[src/rtl/clock_enable_pkg.sv]
// Shared types and constants for the clock-enable generator.
// The sequencer state enum, default accumulator width and loss-counter width
// live here so the top level and the channel sub-module agree on them.
package clock_enable_pkg;

  // Sequencer states: wait for PLL lock, let it settle, then run the channels.
  typedef enum logic [1:0] {
    WAIT_LOCK = 2'd0,
    SETTLE    = 2'd1,
    RUN       = 2'd2
  } seq_state_e;

  localparam int ACC_W_DEFAULT = 24;
  localparam int LOST_CNT_W    = 8;

  // Saturating increment for the lock-loss counter: sticks at all-ones.
  function automatic logic [LOST_CNT_W-1:0] sat_inc(input logic [LOST_CNT_W-1:0] value);
    logic [LOST_CNT_W-1:0] result;
    if (value == {LOST_CNT_W{1'b1}}) begin
      result = value;
    end else begin
      result = value + LOST_CNT_W'(1);
    end
    return result;
  endfunction

endpackage

[src/rtl/clock_enable_acc.sv]
// Single fractional clock-enable channel.
// A phase accumulator adds inc every qualified cycle; the carry out of the
// top bit becomes a registered one-cycle ce pulse. Anything that disqualifies
// the channel (not running, disabled, or a sync request) zeroes the phase so
// the next run starts from a known alignment.
module clock_enable_acc
  import clock_enable_pkg::*;
#(
  parameter int ACC_W = ACC_W_DEFAULT
) (
  input  logic             CLK,
  input  logic             RESET,
  input  logic             run,
  input  logic             en,
  input  logic             sync,
  input  logic [ACC_W-1:0] inc,
  output logic             ce
);

  logic [ACC_W-1:0] acc_r;
  logic [ACC_W-1:0] acc_nxt_s;
  logic             ce_r;
  logic             ce_nxt_s;
  logic [ACC_W:0]   sum_s;

  assign sum_s = {1'b0, acc_r} + {1'b0, inc};

  // Next accumulator value and carry; sync and disqualification both clear.
  always_comb begin
    acc_nxt_s = {ACC_W{1'b0}};
    ce_nxt_s  = 1'b0;
    if (run && en && !sync) begin
      acc_nxt_s = sum_s[ACC_W-1:0];
      ce_nxt_s  = sum_s[ACC_W];
    end else begin
      acc_nxt_s = {ACC_W{1'b0}};
      ce_nxt_s  = 1'b0;
    end
  end

  // Phase and pulse registers with synchronous reset.
  always_ff @(posedge CLK) begin
    if (RESET) begin
      acc_r <= {ACC_W{1'b0}};
      ce_r  <= 1'b0;
    end else begin
      acc_r <= acc_nxt_s;
      ce_r  <= ce_nxt_s;
    end
  end

  assign ce = ce_r;

endmodule

[src/rtl/clock_enable_gen.sv]
// Multi-channel fractional clock-enable generator.
// PLL lock is double-flopped into the CLK domain, a three-state sequencer
// requires SETTLE_CYCLES of continuous lock before enabling the channels, and
// every lock drop while running is counted (saturating). Channels are gated
// with the synchronised lock as well as the RUN state so that their outputs
// clear on the same edge that READY falls.
module clock_enable_gen
  import clock_enable_pkg::*;
#(
  parameter int NUM_CH        = 4,
  parameter int ACC_W         = ACC_W_DEFAULT,
  parameter int SETTLE_CYCLES = 1024
) (
  input  logic                    CLK,
  input  logic                    RESET,
  input  logic                    LOCK_IN,
  input  logic [NUM_CH*ACC_W-1:0] CH_INC,
  input  logic [NUM_CH-1:0]       CH_EN,
  input  logic                    SYNC,
  output logic [NUM_CH-1:0]       CE,
  output logic                    READY,
  output logic [LOST_CNT_W-1:0]   LOST_CNT
);

  localparam int CNT_W = (SETTLE_CYCLES > 1) ? $clog2(SETTLE_CYCLES) : 1;
  localparam logic [CNT_W-1:0] CNT_LAST = CNT_W'(SETTLE_CYCLES - 1);

  logic                  lock_ff1_r;
  logic                  lock_ff2_r;
  logic                  lock_s;
  seq_state_e            state_r;
  seq_state_e            state_nxt_s;
  logic                  ready_r;
  logic [CNT_W-1:0]      cnt_r;
  logic [CNT_W-1:0]      cnt_nxt_s;
  logic                  settle_done_s;
  logic [LOST_CNT_W-1:0] lost_cnt_r;
  logic [LOST_CNT_W-1:0] lost_cnt_nxt_s;
  logic                  run_s;
  logic                  lock_lost_s;

  // Two-flop synchroniser for the asynchronous PLL lock.
  always_ff @(posedge CLK) begin
    if (RESET) begin
      lock_ff1_r <= 1'b0;
      lock_ff2_r <= 1'b0;
    end else begin
      lock_ff1_r <= LOCK_IN;
      lock_ff2_r <= lock_ff1_r;
    end
  end

  assign lock_s        = lock_ff2_r;
  assign settle_done_s = (cnt_r == CNT_LAST);

  // Sequencer state register; READY is registered alongside it from the same next state.
  always_ff @(posedge CLK) begin
    if (RESET) begin
      state_r <= WAIT_LOCK;
      ready_r <= 1'b0;
    end else begin
      state_r <= state_nxt_s;
      ready_r <= (state_nxt_s == RUN);
    end
  end

  // Sequencer next-state: any lock drop returns to WAIT_LOCK.
  always_comb begin
    state_nxt_s = state_r;
    case (state_r)
      WAIT_LOCK: begin
        if (lock_s) begin
          state_nxt_s = SETTLE;
        end else begin
          state_nxt_s = WAIT_LOCK;
        end
      end
      SETTLE: begin
        if (!lock_s) begin
          state_nxt_s = WAIT_LOCK;
        end else if (settle_done_s) begin
          state_nxt_s = RUN;
        end else begin
          state_nxt_s = SETTLE;
        end
      end
      RUN: begin
        if (lock_s) begin
          state_nxt_s = RUN;
        end else begin
          state_nxt_s = WAIT_LOCK;
        end
      end
      default: begin
        state_nxt_s = WAIT_LOCK;
      end
    endcase
  end

  // Sequencer outputs: channel qualification and lock-loss strobe.
  always_comb begin
    run_s       = 1'b0;
    lock_lost_s = 1'b0;
    if (state_r == RUN) begin
      run_s       = lock_s;
      lock_lost_s = !lock_s;
    end else begin
      run_s       = 1'b0;
      lock_lost_s = 1'b0;
    end
  end

  // Settle counter next value: counts only while lock holds in SETTLE.
  always_comb begin
    cnt_nxt_s = {CNT_W{1'b0}};
    case (state_r)
      WAIT_LOCK: begin
        cnt_nxt_s = {CNT_W{1'b0}};
      end
      SETTLE: begin
        if (!lock_s) begin
          cnt_nxt_s = {CNT_W{1'b0}};
        end else if (settle_done_s) begin
          cnt_nxt_s = {CNT_W{1'b0}};
        end else begin
          cnt_nxt_s = cnt_r + CNT_W'(1);
        end
      end
      RUN: begin
        cnt_nxt_s = {CNT_W{1'b0}};
      end
      default: begin
        cnt_nxt_s = {CNT_W{1'b0}};
      end
    endcase
  end

  // Settle counter register.
  always_ff @(posedge CLK) begin
    if (RESET) begin
      cnt_r <= {CNT_W{1'b0}};
    end else begin
      cnt_r <= cnt_nxt_s;
    end
  end

  // Lock-loss counter next value; reset is not a loss so it only counts RUN drops.
  always_comb begin
    lost_cnt_nxt_s = lost_cnt_r;
    if (lock_lost_s) begin
      lost_cnt_nxt_s = sat_inc(lost_cnt_r);
    end else begin
      lost_cnt_nxt_s = lost_cnt_r;
    end
  end

  // Lock-loss counter register.
  always_ff @(posedge CLK) begin
    if (RESET) begin
      lost_cnt_r <= {LOST_CNT_W{1'b0}};
    end else begin
      lost_cnt_r <= lost_cnt_nxt_s;
    end
  end

  assign READY    = ready_r;
  assign LOST_CNT = lost_cnt_r;

  for (genvar g = 0; g < NUM_CH; g++) begin : g_ch
    clock_enable_acc #(
      .ACC_W (ACC_W)
    ) u_acc (
      .CLK   (CLK),
      .RESET (RESET),
      .run   (run_s),
      .en    (CH_EN[g]),
      .sync  (SYNC),
      .inc   (CH_INC[g*ACC_W +: ACC_W]),
      .ce    (CE[g])
    );
  end

endmodule

[config.mk]
export PLATFORM = sky130hd
export DESIGN_NAME = clock_enable_gen
export DESIGN_NICKNAME = d
export VERILOG_FILES = /design/src/rtl/clock_enable_pkg.sv /design/src/rtl/clock_enable_acc.sv /design/src/rtl/clock_enable_gen.sv
export SDC_FILE = /design/constraint.sdc
export NUM_CORES = 1
export LEC_CHECK = 0
export CELL_PAD_IN_SITES_DETAIL_PLACEMENT = 1
export CELL_PAD_IN_SITES_GLOBAL_PLACEMENT = 1
export CORE_UTILIZATION = 30
export DETAILED_ROUTE_END_ITERATION = 6
export GPL_ROUTABILITY_DRIVEN = 0
export MAX_ROUTING_LAYER = met4
export PLACE_DENSITY_LB_ADDON = 0.25
export SYNTH_ARGS = -nofsm -noshare
export SYNTH_HDL_FRONTEND = slang
export SYNTH_SLANG_ARGS = --single-unit
[constraint.sdc]
create_clock -name CLK -period 5.71 [get_ports CLK]
set_input_delay 1.4275 -clock CLK [delete_from_list [all_inputs] [get_ports CLK]]
set_output_delay 1.4275 -clock CLK [all_outputs]
set_load 0.01 [all_outputs]
* After elaboration in Yosys (flattened, before gate mapping)
Cells that the tools add are included.
** Word-level totals
- Register bits after elaboration :: 123
- Memories :: 0
- Latch bits :: 0
- Memory bits (read-only) :: 0
- Logic and storage cells :: 56
- Bits in writable memories :: 0
** Operators by class
- Equality and inequality tests :: 5
- Shift operators :: 0
- Divide/modulo/power cells :: 0
- Magnitude comparators :: 0
- Bitwise logic cells :: 7
- Multipliers :: 0
- Reductions and logical operators :: 17
- Add/subtract/negate cells :: 6
- Muxes and demuxes :: 7
** Operators with widths (count)
- 24-bit by 24-bit adder with 25-bit output :: 4
- 10-bit by 1-bit adder with 10-bit output, second input constant :: 1
- 10-bit equality test, second input constant :: 1
- 8-bit by 1-bit adder with 8-bit output, second input constant :: 1
- 8-bit equality test, second input constant :: 1
- 1-bit logical AND :: 8
- 2-bit OR reduction :: 4
- 1-bit inverter :: 7
- 2-bit two-way mux :: 3
- 2-bit case mux with 3 select lines :: 1
- 2-bit equality test, second input constant :: 2
- 4-bit OR reduction :: 1
- 1-bit two-way mux :: 3
- 2-bit by 1-bit equality test with 1-bit output, second input constant :: 1
- 1-bit zero test :: 2
- 2-bit zero test :: 1
- 2-bit AND reduction :: 1

* Logic depth before layout (Yosys ltp)
Gate-level depths: netlist of the first run.
- Depth in word-level cells :: 6
- Gate-level depth with buffers :: 9
- Mapped depth without buffers :: 9

* Modules after synthesis
A second synthesis of the first run with hierarchy kept.
** Second synthesis, totals
- Cell total of the unflattened synthesis :: 1098
- Area total of the unflattened synthesis :: 9080.0 µm²
** By module, submodules not included
- clock_enable_acc (g_ch[0].u_acc ...) :: times used 3, area each 2055.7 µm², cells each 252
- clock_enable_acc (g_ch[3].u_acc) :: times used 1, area each 1956.9 µm², cells each 242
- clock_enable_gen :: times used 1, area each 955.9 µm², cells each 100

* Worst setup path after synthesis of the first run
OpenSTA, ideal clock, no wires.
- Kind :: input to register
- Start point :: input port CH_INC[72]
- End point :: register g_ch[3].u_acc.ce_r
- Data required time :: 5594 ps
- Path slack :: 1909 ps
- Library setup time :: 116 ps
- Arrival :: 3685 ps
- Cell stages on the path :: 9
- Path through :: ha_1 > fa_1 > a21o_1 > a21o_1 > a2111oi_4 > o21ai_2 > o2111a_1 > or2_0 > a41o_1
** On the way
- Word-level cells in the longest chain between the ends :: 1
** RTL lines
- start, declared :: line clock_enable_gen.sv:17 : input logic [NUM_CH*ACC_W-1:0] CH_INC,
- 24-bit by 24-bit adder with 25-bit output :: line clock_enable_acc.sv:26 : assign sum_s = {1'b0, acc_r} + {1'b0, inc};
- end signal, assigned :: line clock_enable_acc.sv:48 : ce_r <= ce_nxt_s;
- end, declared :: line clock_enable_acc.sv:22 : logic ce_r;
Every way passes these cells.
A chain may end at the register's enable or synchronous reset.

* Worst setup path after layout of the first run
Ends and elaborated chain as after synthesis.

==> results.json, run 1 <==
{
  "drc": 0,
  "wl_per_cell_um": 15.6,
  "post-route-period-util_pct": 70.9,
  "portBuffers": 116,
  "finalMaxSlewViolations": 0,
  "rows": 60,
  "dr.pass1.iters": 4,
  "cts-root-buf": "clkbuf_16",
  "clkSlewWorstSetupHoldPaths_ns": 0.06,
  "totalWireLength_mm": 23.1,
  "grt_max_degree": 26,
  "async_reset_ff_share_pct": 0,
  "via_count": 7615,
  "clkSinkCount": 123,
  "ioPinCount": 117,
  "clockBufferDepth": 2,
  "synth_top_area_share_pct": 29.3,
  "die_x_um": 169,
  "synth_area_um2": 8390,
  "drive_above_1_share_pct": 4.41,
  "peakVddDrop_mv": 0.204,
  "drt_iter0_markers": 270,
  "syn_inst": 1000,
  "cts_resized": 0,
  "cp_max_fo": 5,
  "critPathRequiredTime_ns": 6.00,
  "clk_latency_ns": 0.42,
  "ys.warnings.count": 0,
  "overflow": 0,
  "pre_cts_slack_ns": 1.23,
  "hold_buffers": 0,
  "grt_pass1_vias": 7910,
  "rsz0062_at_grt": "no",
  "pwr-share-comb_pct": 9.3,
  "syn_area_per_cell_um2": 8.39,
  "finalSetupViolCount": 0,
  "fin_ws_ns": 1.66,
  "pwr-share-seq_pct": 38.0,
  "swShare_pct": 23.2,
  "track_usage_pct": 17.3,
  "syn-num-nets": 1206,
  "worstPathArrival_ns": 4.34,
  "skew_ns": 0.0189,
  "slew_headroom_pct": 39.8,
  "synth-main-ff-cell": "dfxtp_1",
  "via_per_inst": 5.13,
  "fmax_mhz": 247,
  "ys_seq_area_share_pct": 29.3,
  "min_path_type": "reg -> reg",
  "die_h_um": 169,
  "grt_pass1_wl_mm": 38.8,
  "layout.nets": 1305,
  "num-fill-cells": 3255,
  "cts-buffers-inserted": 17,
  "synth.area.top_cells": "dfxtp_1 (29%), ha_1 (15%), a21o_1 (6.3%), nor2_1 (5.1%), a21oi_1 (4.2%)",
  "p_int_w": 0.00174,
  "synth_area_leader_cell": "dfxtp_1",
  "core-area_um2": 27200,
  "cts_tree": "yes",
  "setup_tns_ns": 0,
  "antenna_found_initial": 0,
  "drv_cap": 0,
  "crit_path_end_kind": "register",
  "die-area_um2": 28600,
  "tightest_slew_ns": 0.900,
  "status": "finished clean",
  "start_kind": "primary input",
  "cts-htree-levels": 4,
  "dp_hpwl_mm": 17.5,
  "path_class": "in -> reg",
  "post_cts_buffers": 0,
  "start_util_pct": 30.9,
  "power_leakage_nw": 4.73,
  "ant_nets": 0,
  "power_frac_clock_pct": 52.7,
  "ys_types": 59,
  "pwr_density_cell_nw_per_um2": 215,
  "final_hold_viol_count": 0,
  "power_switching_w": 0.000525,
  "n_antenna_cell": 0,
  "synth_seq_cells": 123,
  "period_minus_slack_ns": 4.05,
  "synth_edf_count": 0,
  "areaGrowthSynthToFinish_pct": 25.4
}
[worst max-delay path, cell delays in order]
cell             delay, ns
clkdlybuf4s50_1       0.42
ha_1                  0.24
fa_1                  0.44
a21o_1                0.20
a21o_1                0.23
a2111oi_4             0.49
o21ai_2               0.16
o2111a_1              0.26
or2_0                 0.22
a41o_1                0.25
[layout make-up]
cell class,instances,area [µm²],share of cell area [%]
inverters,16,60.1,0.571
flip-flops and latches,123,2460,23.4
multi-input cells,822,5710,54.3
repair buffers,119,1180,11.3
well taps,372,465,4.42
clock buffers,21,470,4.47
clock inverters,11,166,1.58
[synth_stat cells, types with 9 or more instances]
cell type / count
nor3_1: 36
nor2_1: 114
ha_1: 98
dfxtp_1: 123
nand4_1: 19
nand3_1: 25
clkbuf_1: 34
o21a_1: 18
xnor2_1: 36
nor2b_1: 11
inv_1: 16
nand2_1: 53
a211oi_1: 15
o21ai_0: 54
a21oi_1: 70
nand2b_1: 13
a21o_1: 70
a31oi_1: 9
and2_1: 13
o21bai_1: 11
and3_1: 20
xor2_1: 35
[registers in the layout, summed over array words and instances, names as in the netlist]
| name | cells |
|---|---|
| state_r | 2 |
| LOST_CNT | 8 |
| lock_ff1_r | 1 |
| g_ch.u_acc.acc_r | 96 |
| g_ch.u_acc.ce | 4 |
| lock_ff2_r | 1 |
| READY | 1 |
| cnt_r | 10 |
[worst paths after layout]
check | from | to | slack [ns] | depth (start not counted)
setup / recovery | CH_INC[72] | g_ch[3].u_acc.ce | 1.66 | 10
setup reg to reg | g_ch[3].u_acc.acc_r[0] | g_ch[3].u_acc.ce | 2.83 | 9
hold reg to reg | lock_ff1_r | lock_ff2_r | 0.45 | 1
hold / removal | lock_ff1_r | lock_ff2_r | 0.45 | 1
[kinds of logic (layout without fill, tap and decap cells)]
family          count (synthesis)  count (layout)  synth area share [%]
simple gates                  336             336                  19.5
mux                             5               5                 0.597
buf+inv                        55             167                  2.64
flops                         123             123                  29.3
fa+ha+maj                     102             102                  15.6
compound gates                308             308                  24.9
xor+xnor                       71              71                  7.41
[cell usage in the layout (no fill, tap or decap), drive strengths merged, types with 5 or more instances in the layout]
| master | n |
|---|---|
| o31ai | 5 |
| nor3b | 7 |
| nor2 | 114 |
| and3 | 20 |
| ha | 98 |
| o21bai | 11 |
| and2 | 13 |
| nor2b | 11 |
| o2111ai | 5 |
| a21oi | 71 |
| or3 | 6 |
| and4 | 5 |
| a211oi | 15 |
| nand2 | 53 |
| a21o | 70 |
| xor2 | 35 |
| o21ai | 58 |
| nand4 | 19 |
| nand3 | 25 |
| o21a | 18 |
| clkdlybuf4s50 | 116 |
| inv | 16 |
| a31oi | 9 |
| dfxtp | 123 |
| o211ai | 9 |
| nand2b | 13 |
| clkinv | 7 |
| clkbuf | 21 |
| mux2i | 5 |
| o211a | 5 |
| xnor2 | 36 |
| nor3 | 36 |
[through the flow]
step	area [µm²]	power (W)	std cells	util, %	hold WS (ns)
2_1_floorplan	8390	0.000983	1000	-	0.414
3_3_place_gp	9880	0.00109	1452	36.4	0.419
3_5_place_dp	9880	0.00109	1452	36.4	0.439
5_1_grt	10500	0.00236	1484	38.7	0.467
4_1_cts	10500	0.00231	1484	38.7	0.453
6_report	10500	0.00226	1484	38.7	0.449
[power by group through the flow]
stage	registers [W]	logic [W]	clock network, W
after floorplan	0.000878	0.000104	0
after global placement	0.000878	0.000208	0
after detailed placement	0.000878	0.000210	0
after CTS	0.000859	0.000212	0.00124
after global routing	0.000859	0.000232	0.00127
final	0.000859	0.000211	0.00119
[metal layers]
metal / vias up / global-route usage, % / routed length (µm)
li1: 3855 / - / -
met1: 3630 / 22.0 / 11300
met2: 109 / 27.8 / 10600
met3: 21 / 3.52 / 829
met4: 0 / 4.54 / 323
met5: - / - / 0
Power figures use the tool's default switching activity.
==> run 2, diff against run 1 <==
Clock period 5.71 ns to 3.51 ns, I/O delays scaled along.
==> run 2 against run 1 <==
  * Die area is the same
  * Critical path type unchanged
  * First-iteration DRC count shrank 13%
  * Sequential share of layout area shrank 0.42 points
  * Critical endpoint unchanged
  * Routed wire length grew 0.58%
  * Power grew 56%
  * Final cell count grew 2.2%
  * Clock-buffer cell count shrank 3
  * Largest power group unchanged
==> results.json, run 2 (synthesized netlist as in run 1, its figures left out) <==
{
  "status": "finished clean",
  "cts-htree-levels": 4,
  "pre_cts_slack_ns": -0.273,
  "dr.pass1.iters": 4,
  "timing.critical_path.from": "CH_INC[72]",
  "die_x_um": 169,
  "portBuffers": 116,
  "pwr_density_cell_nw_per_um2": 330,
  "grt_pass1_wl_mm": 37.9,
  "fin_util_pct": 39.4,
  "fmax_mhz": 300,
  "largest_reg_flops": 96,
  "power_frac_clock_pct": 50.6,
  "rsz0062_at_grt": "no",
  "r2r_cells": 9,
  "rows": 60,
  "track_usage_pct": 16.9,
  "final_hold_viol_count": 0,
  "dp_hpwl_mm": 18.2,
  "critPathRequiredTime_ns": 3.82,
  "swShare_pct": 25.1,
  "skew_ns": 0.0113,
  "overflow": 0,
  "grt_max_degree": 21,
  "min_path_type": "reg -> reg",
  "worstPathArrival_ns": 3.64,
  "fin_ws_ns": 0.175,
  "regMostFlops": "g_ch.u_acc.acc_r",
  "grt_pass1_vias": 7766,
  "clk_latency_ns": 0.42,
  "multi_input_area_um2": 5710,
  "path_cells": "clkdlybuf4s50_1 -> ha_1 -> fa_1 -> a21o_1 -> a21o_1 -> a2111oi_4 -> o21ai_2 -> o2111a_1 -> or2_0 -> a41o_1",
  "hold_buffers": 0,
  "cts_resized": 0,
  "areaGrowthSynthToFinish_pct": 27.7,
  "final_common_cell": "dfxtp_1",
  "via_per_inst": 5.07,
  "r2r_start": "g_ch[3].u_acc.acc_r[0]",
  "die_h_um": 169,
  "finalMaxSlewViolations": 0,
  "wl_per_cell_um": 15.3,
  "worstSetupEndpoint": "g_ch[3].u_acc.ce",
  "drive_above_1_share_pct": 7.17,
  "tightest_slew_ns": 0.526,
  "finalSetupViolCount": 0,
  "start_util_pct": 30.9,
  "drc": 0,
  "slowest_delay_ns": 0.47,
  "post_cts_buffers": 0,
  "regArea_um2": 2460,
  "cp_common_cell": "a21o_1",
  "path_class": "in -> reg",
  "peakVddDrop_mv": 0.256,
  "cpMaxStageDelayCell": "a2111oi_4",
  "totalWireLength_mm": 23.2,
  "layout.nets": 1337,
  "core-area_um2": 27200,
  "slew_headroom_pct": 64.7,
  "num-fill-cells": 3257,
  "ioPinCount": 117,
  "drt_iter0_markers": 236,
  "p_total_w": 0.00354,
  "period_minus_slack_ns": 3.33,
  "setup_tns_ns": 0,
  "final_cell_mix": "dfxtp_1 (123), clkdlybuf4s50_1 (116), nor2_1 (114)",
  "pwr-share-comb_pct": 9.9,
  "r2r_slack_ns": 0.76,
  "clkSlewWorstSetupHoldPaths_ns": 0.07,
  "whs_ns": 0.456,
  "antenna_found_initial": 0,
  "pwr-share-seq_pct": 39.5,
  "start_kind": "primary input",
  "cts_tree": "yes",
  "post-route-period-util_pct": 95.0,
  "power_leakage_nw": 4.84,
  "cts-root-buf": "clkbuf_16",
  "die-area_um2": 28600,
  "via_count": 7698,
  "clockBufferDepth": 2,
  "drv_cap": 0,
  "p_int_w": 0.00265,
  "ant_nets": 0,
  "crit_path_end_kind": "register",
  "cts-buffers-inserted": 17,
  "clkSinkCount": 123,
  "cp_max_fo": 4,
  "power_switching_w": 0.000887,
  "timing.rr.end": "g_ch[3].u_acc.ce"
}
## run 2: metal layers
layer	wire, µm	vias up	global-route usage, %
li1	-	3922	-
met1	11500	3674	21.1
met2	10900	86	28.0
met3	727	16	3.29
met4	190	0	4.03
met5	0	-	-
## run 2: power groups by stage
stage                     combinational (W)  sequential, W  clock [W]
after floorplan                    0.000170        0.00143          0
after global placement             0.000347        0.00143          0
after CTS                          0.000352        0.00140    0.00186
after detailed placement           0.000350        0.00143          0
final                              0.000349        0.00140    0.00179
after global routing               0.000383        0.00140    0.00191
## run 2: layout make-up
type,instances,share of cell area [%]
Antenna cell,1,0.0234
Timing Repair Buffer,151,13.3
Inverter,16,0.561
Multi-Input combinational cell,822,53.3
Tap cell,372,4.35
Clock inverter,14,1.37
Sequential cell,123,23.0
Clock buffer,18,4.10
## run 2: worst min path at each step
stage,from,end,slack [ns],cells after the start
3_3_place_gp,lock_ff1_r,lock_ff2_r,0.42,1
3_5_place_dp,state_r[0],state_r[0],0.45,1
4_1_cts,state_r[0],state_r[0],0.46,1
6_report,state_r[0],state_r[0],0.46,1
5_1_grt,lock_ff1_r,lock_ff2_r,0.47,1
2_1_floorplan,lock_ff1_r,lock_ff2_r,0.41,1
## run 2: through the flow
step,instances,area (µm²)
floorplan,1000,8390
global placement,1484,10100
detailed placement,1484,10100
CTS,1516,10700
global route,1516,10700
finish,1517,10700
## run 2: critical path, delay by kind of cell
kind	cells	cell delay, ns
buffers and inverters	1	0.40
AOI/OAI and AO/OA	6	1.48
and+or+nand+nor	1	0.22
adders and majority gates	2	0.66
